<file path="config.mk">
export PLATFORM = sky130hd
export DESIGN_NAME = matrix_operand_buffer
export DESIGN_NICKNAME = d
export VERILOG_FILES = /design/src/rtl/matrix_pkg.sv /design/src/rtl/matrix_bank.sv /design/src/rtl/matrix_operand_buffer.sv
export SDC_FILE = /design/constraint.sdc
export NUM_CORES = 2
export LEC_CHECK = 0
export CAP_MARGIN = 15
export CORE_MARGIN = 2
export CORE_UTILIZATION = 40
export CTS_CLUSTER_SIZE = 16
export DETAILED_ROUTE_END_ITERATION = 10
export PLACE_DENSITY = 0.65
export SLEW_MARGIN = 20
export SYNTH_ARGS = -nofsm -noshare
export SYNTH_HDL_FRONTEND = slang
export SYNTH_SLANG_ARGS = --single-unit
</file>
<file path="constraint.sdc">
create_clock -name clk -period 33 [get_ports clk]
set_input_delay 6.6 -clock clk [delete_from_list [all_inputs] [get_ports clk]]
set_output_delay 6.6 -clock clk [all_outputs]
set_load 0.05 [all_outputs]
</file>
<file path="src/rtl/matrix_pkg.sv">
// matrix_pkg
//   Shared definitions for the matrix operand buffer:
//   - default matrix geometry and element width
//   - bank-state encoding (EMPTY / FILLING / FULL)
//   - elem_lsb(): bit offset of element (r,c) in a row-major flat vector
package matrix_pkg;

  localparam int unsigned DEF_ROWS   = 4;
  localparam int unsigned DEF_COLS   = 4;
  localparam int unsigned DEF_DATA_W = 32;

  localparam logic [1:0] BANK_EMPTY   = 2'd0;
  localparam logic [1:0] BANK_FILLING = 2'd1;
  localparam logic [1:0] BANK_FULL    = 2'd2;

  // With data_w = 1 this yields the row-major element index.
  function automatic int unsigned elem_lsb(input int unsigned r,
                                           input int unsigned c,
                                           input int unsigned cols,
                                           input int unsigned data_w);
    return (r * cols + c) * data_w;
  endfunction

endpackage

</file>
<file path="src/rtl/matrix_bank.sv">
// matrix_bank
//   One N x DATA_W register array holding a single matrix.
//   Ports:
//     clk, reset  - clock, asynchronous active-high reset (zeroes contents)
//     wr_en       - write wr_data into element wr_idx on the rising edge
//     wr_idx      - row-major element index
//     wr_data     - element value
//     rd_data     - all elements, element i at [(i+1)*DATA_W-1 -: DATA_W]
module matrix_bank
  import matrix_pkg::*;
#(
  parameter int unsigned N      = 16,
  parameter int unsigned DATA_W = DEF_DATA_W,
  parameter int unsigned IDX_W  = 4
) (
  input  logic                clk,
  input  logic                reset,
  input  logic                wr_en,
  input  logic [IDX_W-1:0]    wr_idx,
  input  logic [DATA_W-1:0]   wr_data,
  output logic [N*DATA_W-1:0] rd_data
);

  logic [DATA_W-1:0] mem [N];

  always_ff @(posedge clk or posedge reset) begin
    if (reset) begin
      for (int unsigned i = 0; i < N; i++) begin
        mem[i] <= '0;
      end
    end else if (wr_en) begin
      mem[wr_idx] <= wr_data;
    end
  end

  for (genvar i = 0; i < N; i++) begin : g_rd
    assign rd_data[i*DATA_W +: DATA_W] = mem[i];
  end

endmodule

</file>
<file path="src/rtl/matrix_operand_buffer.sv">
// matrix_operand_buffer
//   Double-buffered operand store. Words arrive over a valid/ready stream and
//   are placed row-major or column-major into one of two ping-pong banks; the
//   presented bank is exposed as one flat vector.
//   Ports:
//     clk, reset    - clock, asynchronous active-high reset
//     clear         - synchronous flush of counter, pointers, mode, bank states
//     in_valid/in_ready/in_data - element input stream
//     in_col_major  - fill order, sampled with the first word of a matrix
//     out_valid/out_ready       - matrix handshake
//     out_matrix    - element (r,c) at [(r*COLS+c+1)*DATA_W-1 -: DATA_W]
//     busy          - a matrix is partially loaded
module matrix_operand_buffer
  import matrix_pkg::*;
#(
  parameter int unsigned ROWS   = DEF_ROWS,
  parameter int unsigned COLS   = DEF_COLS,
  parameter int unsigned DATA_W = DEF_DATA_W
) (
  input  logic                          clk,
  input  logic                          reset,
  input  logic                          clear,
  input  logic                          in_valid,
  output logic                          in_ready,
  input  logic [DATA_W-1:0]             in_data,
  input  logic                          in_col_major,
  output logic                          out_valid,
  input  logic                          out_ready,
  output logic [ROWS*COLS*DATA_W-1:0]   out_matrix,
  output logic                          busy
);

  localparam int unsigned N     = ROWS * COLS;
  localparam int unsigned CNT_W = (N > 1) ? $clog2(N) : 1;

  logic [CNT_W-1:0]      cnt;
  logic                  wr_bank;
  logic                  rd_bank;
  logic                  mode;
  logic [1:0]            bank_state [2];
  logic [N*DATA_W-1:0]   bank_data  [2];

  logic                  accept;
  logic                  drain;
  logic                  last;
  logic                  eff_mode;
  logic [CNT_W-1:0]      wr_idx;
  int unsigned           wr_pos;

  // in_ready depends only on registered bank state, never on out_ready.
  assign in_ready   = (bank_state[wr_bank] != BANK_FULL);
  assign out_valid  = (bank_state[rd_bank] == BANK_FULL);
  assign out_matrix = bank_data[rd_bank];
  assign busy       = (cnt != '0);

  assign accept   = in_valid && in_ready && !clear;
  assign drain    = out_valid && out_ready && !clear;
  assign last     = (int'(cnt) == int'(N) - 1);
  // The first word of a matrix uses the live fill-order input; later words
  // use the value latched with that first word.
  assign eff_mode = (cnt == '0) ? in_col_major : mode;

  always_comb begin
    wr_pos = int'(cnt);
    if (eff_mode) begin
      wr_pos = elem_lsb(int'(cnt) % ROWS, int'(cnt) / ROWS, COLS, 1);
    end
    wr_idx = CNT_W'(wr_pos);
  end

  // A bank being filled is never FULL and the presented bank is always FULL,
  // so completion of one bank and drain of the other never collide.
  always_ff @(posedge clk or posedge reset) begin
    if (reset) begin
      cnt           <= '0;
      wr_bank       <= 1'b0;
      rd_bank       <= 1'b0;
      mode          <= 1'b0;
      bank_state[0] <= BANK_EMPTY;
      bank_state[1] <= BANK_EMPTY;
    end else if (clear) begin
      cnt           <= '0;
      wr_bank       <= 1'b0;
      rd_bank       <= 1'b0;
      mode          <= 1'b0;
      bank_state[0] <= BANK_EMPTY;
      bank_state[1] <= BANK_EMPTY;
    end else begin
      if (accept) begin
        if (cnt == '0) begin
          mode <= in_col_major;
        end
        if (last) begin
          cnt                 <= '0;
          bank_state[wr_bank] <= BANK_FULL;
          wr_bank             <= ~wr_bank;
        end else begin
          cnt                 <= cnt + CNT_W'(1);
          bank_state[wr_bank] <= BANK_FILLING;
        end
      end
      if (drain) begin
        bank_state[rd_bank] <= BANK_EMPTY;
        rd_bank             <= ~rd_bank;
      end
    end
  end

  for (genvar b = 0; b < 2; b++) begin : g_bank
    matrix_bank #(
      .N      (N),
      .DATA_W (DATA_W),
      .IDX_W  (CNT_W)
    ) u_bank (
      .clk     (clk),
      .reset   (reset),
      .wr_en   (accept && (wr_bank == 1'(b))),
      .wr_idx  (wr_idx),
      .wr_data (in_data),
      .rd_data (bank_data[b])
    );
  end

endmodule

</file>
# Word-level counts from Yosys, hierarchy flattened
# Cells that the tools add are included.
# totals
ff_bits,1035
output_inout_bits,515
# classes
n_addsub,2
n_reduce_logical,16
mux,34
order_cmp,6
bitwise_logic,13
n_eq_ne,3
# ops
cell,n
two-way mux 512 bit,3
bitwise mux 512 bit,2
demux 32 bit (select 4 bit),1
two-way mux 4 bit,9
two-way mux 32 bit,1
two-way mux 2 bit,8
logical AND 1 bit,9
two-way mux 1 bit,8
nonzero test 2 bit,3
>= comparator 5 bit (second input constant),1
< comparator 5 x 1 -> 1 bit (second input constant),1
NOT 4 -> 5 bit,1
adder 4 x 1 -> 4 bit (second input constant),1
adder 4 x 2 -> 4 bit,1
AND 2 bit,2
AND 4 bit,1
demux 2 bit (select 1 bit),2
== test 4 x 1 -> 1 bit (second input constant),1
>= comparator 2 bit (second input constant),2
logical NOT 4 bit,1
< comparator 2 x 1 -> 1 bit (second input constant),2
NOT 1 -> 2 bit,2
NOT 2 bit,2
NOT 4 bit,1
7 further kinds,9

# Depth between registers and ports, before layout
# depth
depth_word,13
ltp_mapped,10
mapped_depth_nobuf,7

# Modules after synthesis
# From an unflattened synthesis, not the netlist that was laid out.
# hier_totals
hier_cells,2917
area_unflattened_um2,44994.4
# by_module_without_submodules
module,area_each_um2,cells_each,instances
matrix_bank,19127.1,1135,2
matrix_operand_buffer,6740.2,647,1

# Worst setup path before layout
# OpenSTA, ideal clock, no wires.
# synth_timing
path_kind,flip-flop to output port
start,register rd_bank
end,output port out_valid
required_ps,26400
path_stages_with_launch,5
t_arrival_ps,2030
n_path_buf,3
path_slack_ps,24370
path_cell_list,dfrtp_1 > clkbuf_1 > buf_1 > buf_1 > o21ai_0
# synth_via
elab_chain_cells,5
# synth_lines
item,line,text
start: declaration,matrix_operand_buffer.sv:38,logic rd_bank;
start signal: assignment,matrix_operand_buffer.sv:104,rd_bank <= ~rd_bank;
NOT 1 -> 2 bit (implied by the code),matrix_operand_buffer.sv:52,assign out_valid = (bank_state[rd_bank] == BANK_FULL);
two-way mux 2 bit (implied by the code) (3 in series),matrix_operand_buffer.sv:52,
== test 2 bit,matrix_operand_buffer.sv:52,
end: declaration,matrix_operand_buffer.sv:27,"output logic out_valid,"
# No other way between the ends. The select of a mux whose other input is x is not followed.

# Worst setup path after layout
# layout_timing
start,register rd_bank
end,output port out_matrix[173]
# layout_via
elab_chain_cells,4
# layout_lines
item,line,text
NOT 1 -> 2 bit (implied by the code),matrix_operand_buffer.sv:53,assign out_matrix = bank_data[rd_bank];
two-way mux 512 bit (implied by the code) (3 in series),matrix_operand_buffer.sv:53,
end: declaration,matrix_operand_buffer.sv:29,"output logic [ROWS*COLS*DATA_W-1:0] out_matrix,"
# No other way between the ends. The select of a mux whose other input is x is not followed.

==> metrics.txt <==
Final Hold Viols 0; Yosys cell types 45; num rows 123; Hold Startpoint g_bank[0].u_bank.rd_data[136]$_DFFE_PP0P_; Avg Inst Size Synth 15.4 µm²; Finished Cell Area 55800 µm²; final core occ between 40 and 50%; Clock Tree Buf Depth 3; Initial Utilization ~40%; CP Max Fanout 62; CTS Buf Count 110; post-route setup slack 21.27 ns; wire per inst between 20 and 30 µm; drt first pass iters 4; Async SR Flop Fraction 100%; post-route insts no fill 5014; Ys Warns 0; Power Dens Cells about 57 nW/µm²; wirelength, routed between 100 and 150 mm; Max Cap Violations 0; Clock transition at path regs 0.06 ns; unrepaired setup endpoints after global routing false; Setup CP Type flop to output port; Post-synth EDFFs 0; die width around 340 µm; Power Total 3.17 mW; outcome complete, no violations; I/O pin total 553; Seq/Total Area, Yosys 57.3%; r2r endpoint g_bank[1].u_bank.rd_data[207]$_DFFE_PP0P_; Hold Path Class flop to flop; DP HPWL around 80 mm; Leak Pwr ~27 nW; TritonCTS clock tree built; CP Launch Point rd_bank$_DFFE_PP0P_; reg2reg setup slack 29.21 ns; Total Routing Usage GR 22.1%; post-place setup slack 21.33 ns; # setup viols final 0; WHS Endpoint g_bank[0].u_bank.rd_data[136]$_DFFE_PP0P_; setup bufs post-CTS 0; PostCTS Resize Cnt 0; GP Congestion around 0.77; fin crit period 11.73 ns; clock sink total 1035; max-slew violations 0; CP arrival between 5 and 6 ns; period utilization 35.5%; final net count between 3000 and 4000; root buffer selected by CTS clkbuf_16; CTS Hold Buffers Added 0; Mapped Area 45200 µm²; Worst Skew approximately 0.032 ns; Die Y 340 µm; area delta synth->final 23.3%; Worst Max-Slew Pin Slew 1.10 ns; hold depth 1; FMAX around 0.085 GHz; Synth Flop Type dfrtp_1; Starting DRT DRC Count 1374; DP Area about 52000 µm²; vias in the first global route 27500; number of remaining DRC errors 0; Mapped Nets ~3000; kind of end point of the critical path output port; H-tree depth 3; first-pass GRT wire length approximately 190 mm; Die Area ~120000 µm²; setup tns final 0 ns; peak supply drop 0.0443 mV; post-route ant nets 0; worst skew pair latency about 0.70 ns; largest net degree at the start of global routing 187; Rel. slew slack a little over a quarter; via count 26000; initial antenna violation count 5; layout cells sized above 1 between 50 and 60%; routed vias/inst around 5.2; input/output buffers 552; total gr overflow 0; Worst Path Required around 26 ns; Critical Path Start Type flop; placed insts ~4800; Synth Register Bits 1035; path depth of the worst reg2reg path 8; Hold WS between 0.4 and 0.5 ns; Core ar. 112000 µm²; Reg2Reg Launch Point cnt[1]$_DFFE_PP0P_; Post-Synthesis Cells 2944
## critical path, stage by stage, from the launching register on
cell	delay [ns]
dfrtp_4	0.88
buf_4	0.76
buf_4	0.77
buf_4	0.64
mux2_2	0.41
clkdlybuf4s50_1	0.72
## report_power, final
part | leakage [nW] | switching [mW] | total [mW] | internal, mW
Clock | 1.78 | 0.513 | 1.23 | 0.714
Combinational | 11.0 | 0.373 | 0.580 | 0.206
Sequential | 14.2 | 0.0307 | 1.36 | 1.33
Total | 27.0 | 0.917 | 3.17 | 2.25
## cell type report
type / instances / area, µm²
fill: 9746 / 56600
clock buffer: 168 / 3320
antenna: 5 / 12.5
timing repair buffer: 630 / 6130
inverter: 4 / 18.8
clock inverter: 27 / 278
multi-input combinational: 1645 / 18200
tap: 1500 / 1880
sequential: 1035 / 25900
## cells by family after synthesis
| group | count (synthesis) | synth area share, % |
|---|---|---|
| mux | 1540 | 38.6 |
| flops | 1035 | 57.3 |
| buf+inv | 264 | 2.71 |
| simple gates | 84 | 1.06 |
| compound gates | 18 | 0.304 |
| fa+ha+maj | 2 | 0.0553 |
| xor+xnor | 1 | 0.0194 |
## registers in the layout, summed over array words and instances, names as in the netlist
register,flops
wr_bank,1
cnt,4
bank_state,4
mode,1
rd_bank,1
g_bank.u_bank.rd_data,1024
## cells in the final DEF (no fill, tap or decap), types with 3 or more instances in the layout
cell | synthesis | final
a21oi_1 | 6 | 6
buf_2 | 85 | 5
buf_4 | 7 | 75
bufinv_16 | 0 | 3
clkbuf_1 | 147 | 25
clkbuf_16 | 0 | 112
clkbuf_8 | 0 | 31
clkdlybuf4s50_1 | 0 | 547
clkinv_2 | 0 | 16
clkinvlp_4 | 0 | 3
dfrtp_1 | 1035 | 1034
diode_2 | 0 | 5
inv_1 | 4 | 3
mux2_1 | 23 | 23
mux2_2 | 1484 | 1484
mux2_4 | 30 | 30
mux2i_1 | 3 | 3
nand2_1 | 18 | 7
nand2_2 | 2 | 13
nand3_1 | 11 | 3
nand3_2 | 0 | 4
nand3_4 | 0 | 4
nand4_1 | 3 | 3
nor2_1 | 17 | 16
nor2b_1 | 5 | 5
nor3_1 | 4 | 4
nor3_2 | 4 | 3
or3_1 | 3 | 3
## worst max path at each step
stage                                                      to  slack (ns)  depth (start not counted)
finish                                        out_matrix[173]       21.27                          5
global route                                   out_matrix[11]       21.07                          5
CTS                                            out_matrix[11]       21.26                          5
detailed placement  g_bank[1].u_bank.rd_data[386]$_DFFE_PP0P_       21.33                          7
global placement    g_bank[1].u_bank.rd_data[200]$_DFFE_PP0P_       21.28                          7
floorplan                             bank_state[0]$_DFF_PP0_       12.13                          1
## cell usage after synthesis, types with 2 or more instances
cell type	number	share of area [%]
a21oi_1	6	0.066
a31o_2	2	0.039
and3_1	3	0.042
buf_1	11	0.091
buf_12	3	0.13
buf_2	85	0.94
buf_4	7	0.12
buf_6	7	0.17
clkbuf_1	147	1.2
dfrtp_1	1035	57
ha_1	2	0.055
inv_1	4	0.033
mux2_1	23	0.57
mux2_2	1484	37
mux2_4	30	1.0
mux2i_1	3	0.066
nand2_1	18	0.15
nand2_2	2	0.028
nand2b_1	4	0.055
nand3_1	11	0.12
nand3b_1	2	0.033
nand4_1	3	0.042
nor2_1	17	0.14
nor2b_1	5	0.069
nor3_1	4	0.044
nor3_2	4	0.089
o21ai_0	2	0.022
or3_1	3	0.042
## routing by layer
layer	share of wire (%)	vias to the layer above	global-route usage, %
met3	6.2	159	5.31
met1	43	13800	28.8
li1	-	11500	-
met5	0	-	0
met2	48	584	36.4
met4	2.6	0	6.87
Power figures use the tool's default switching activity.
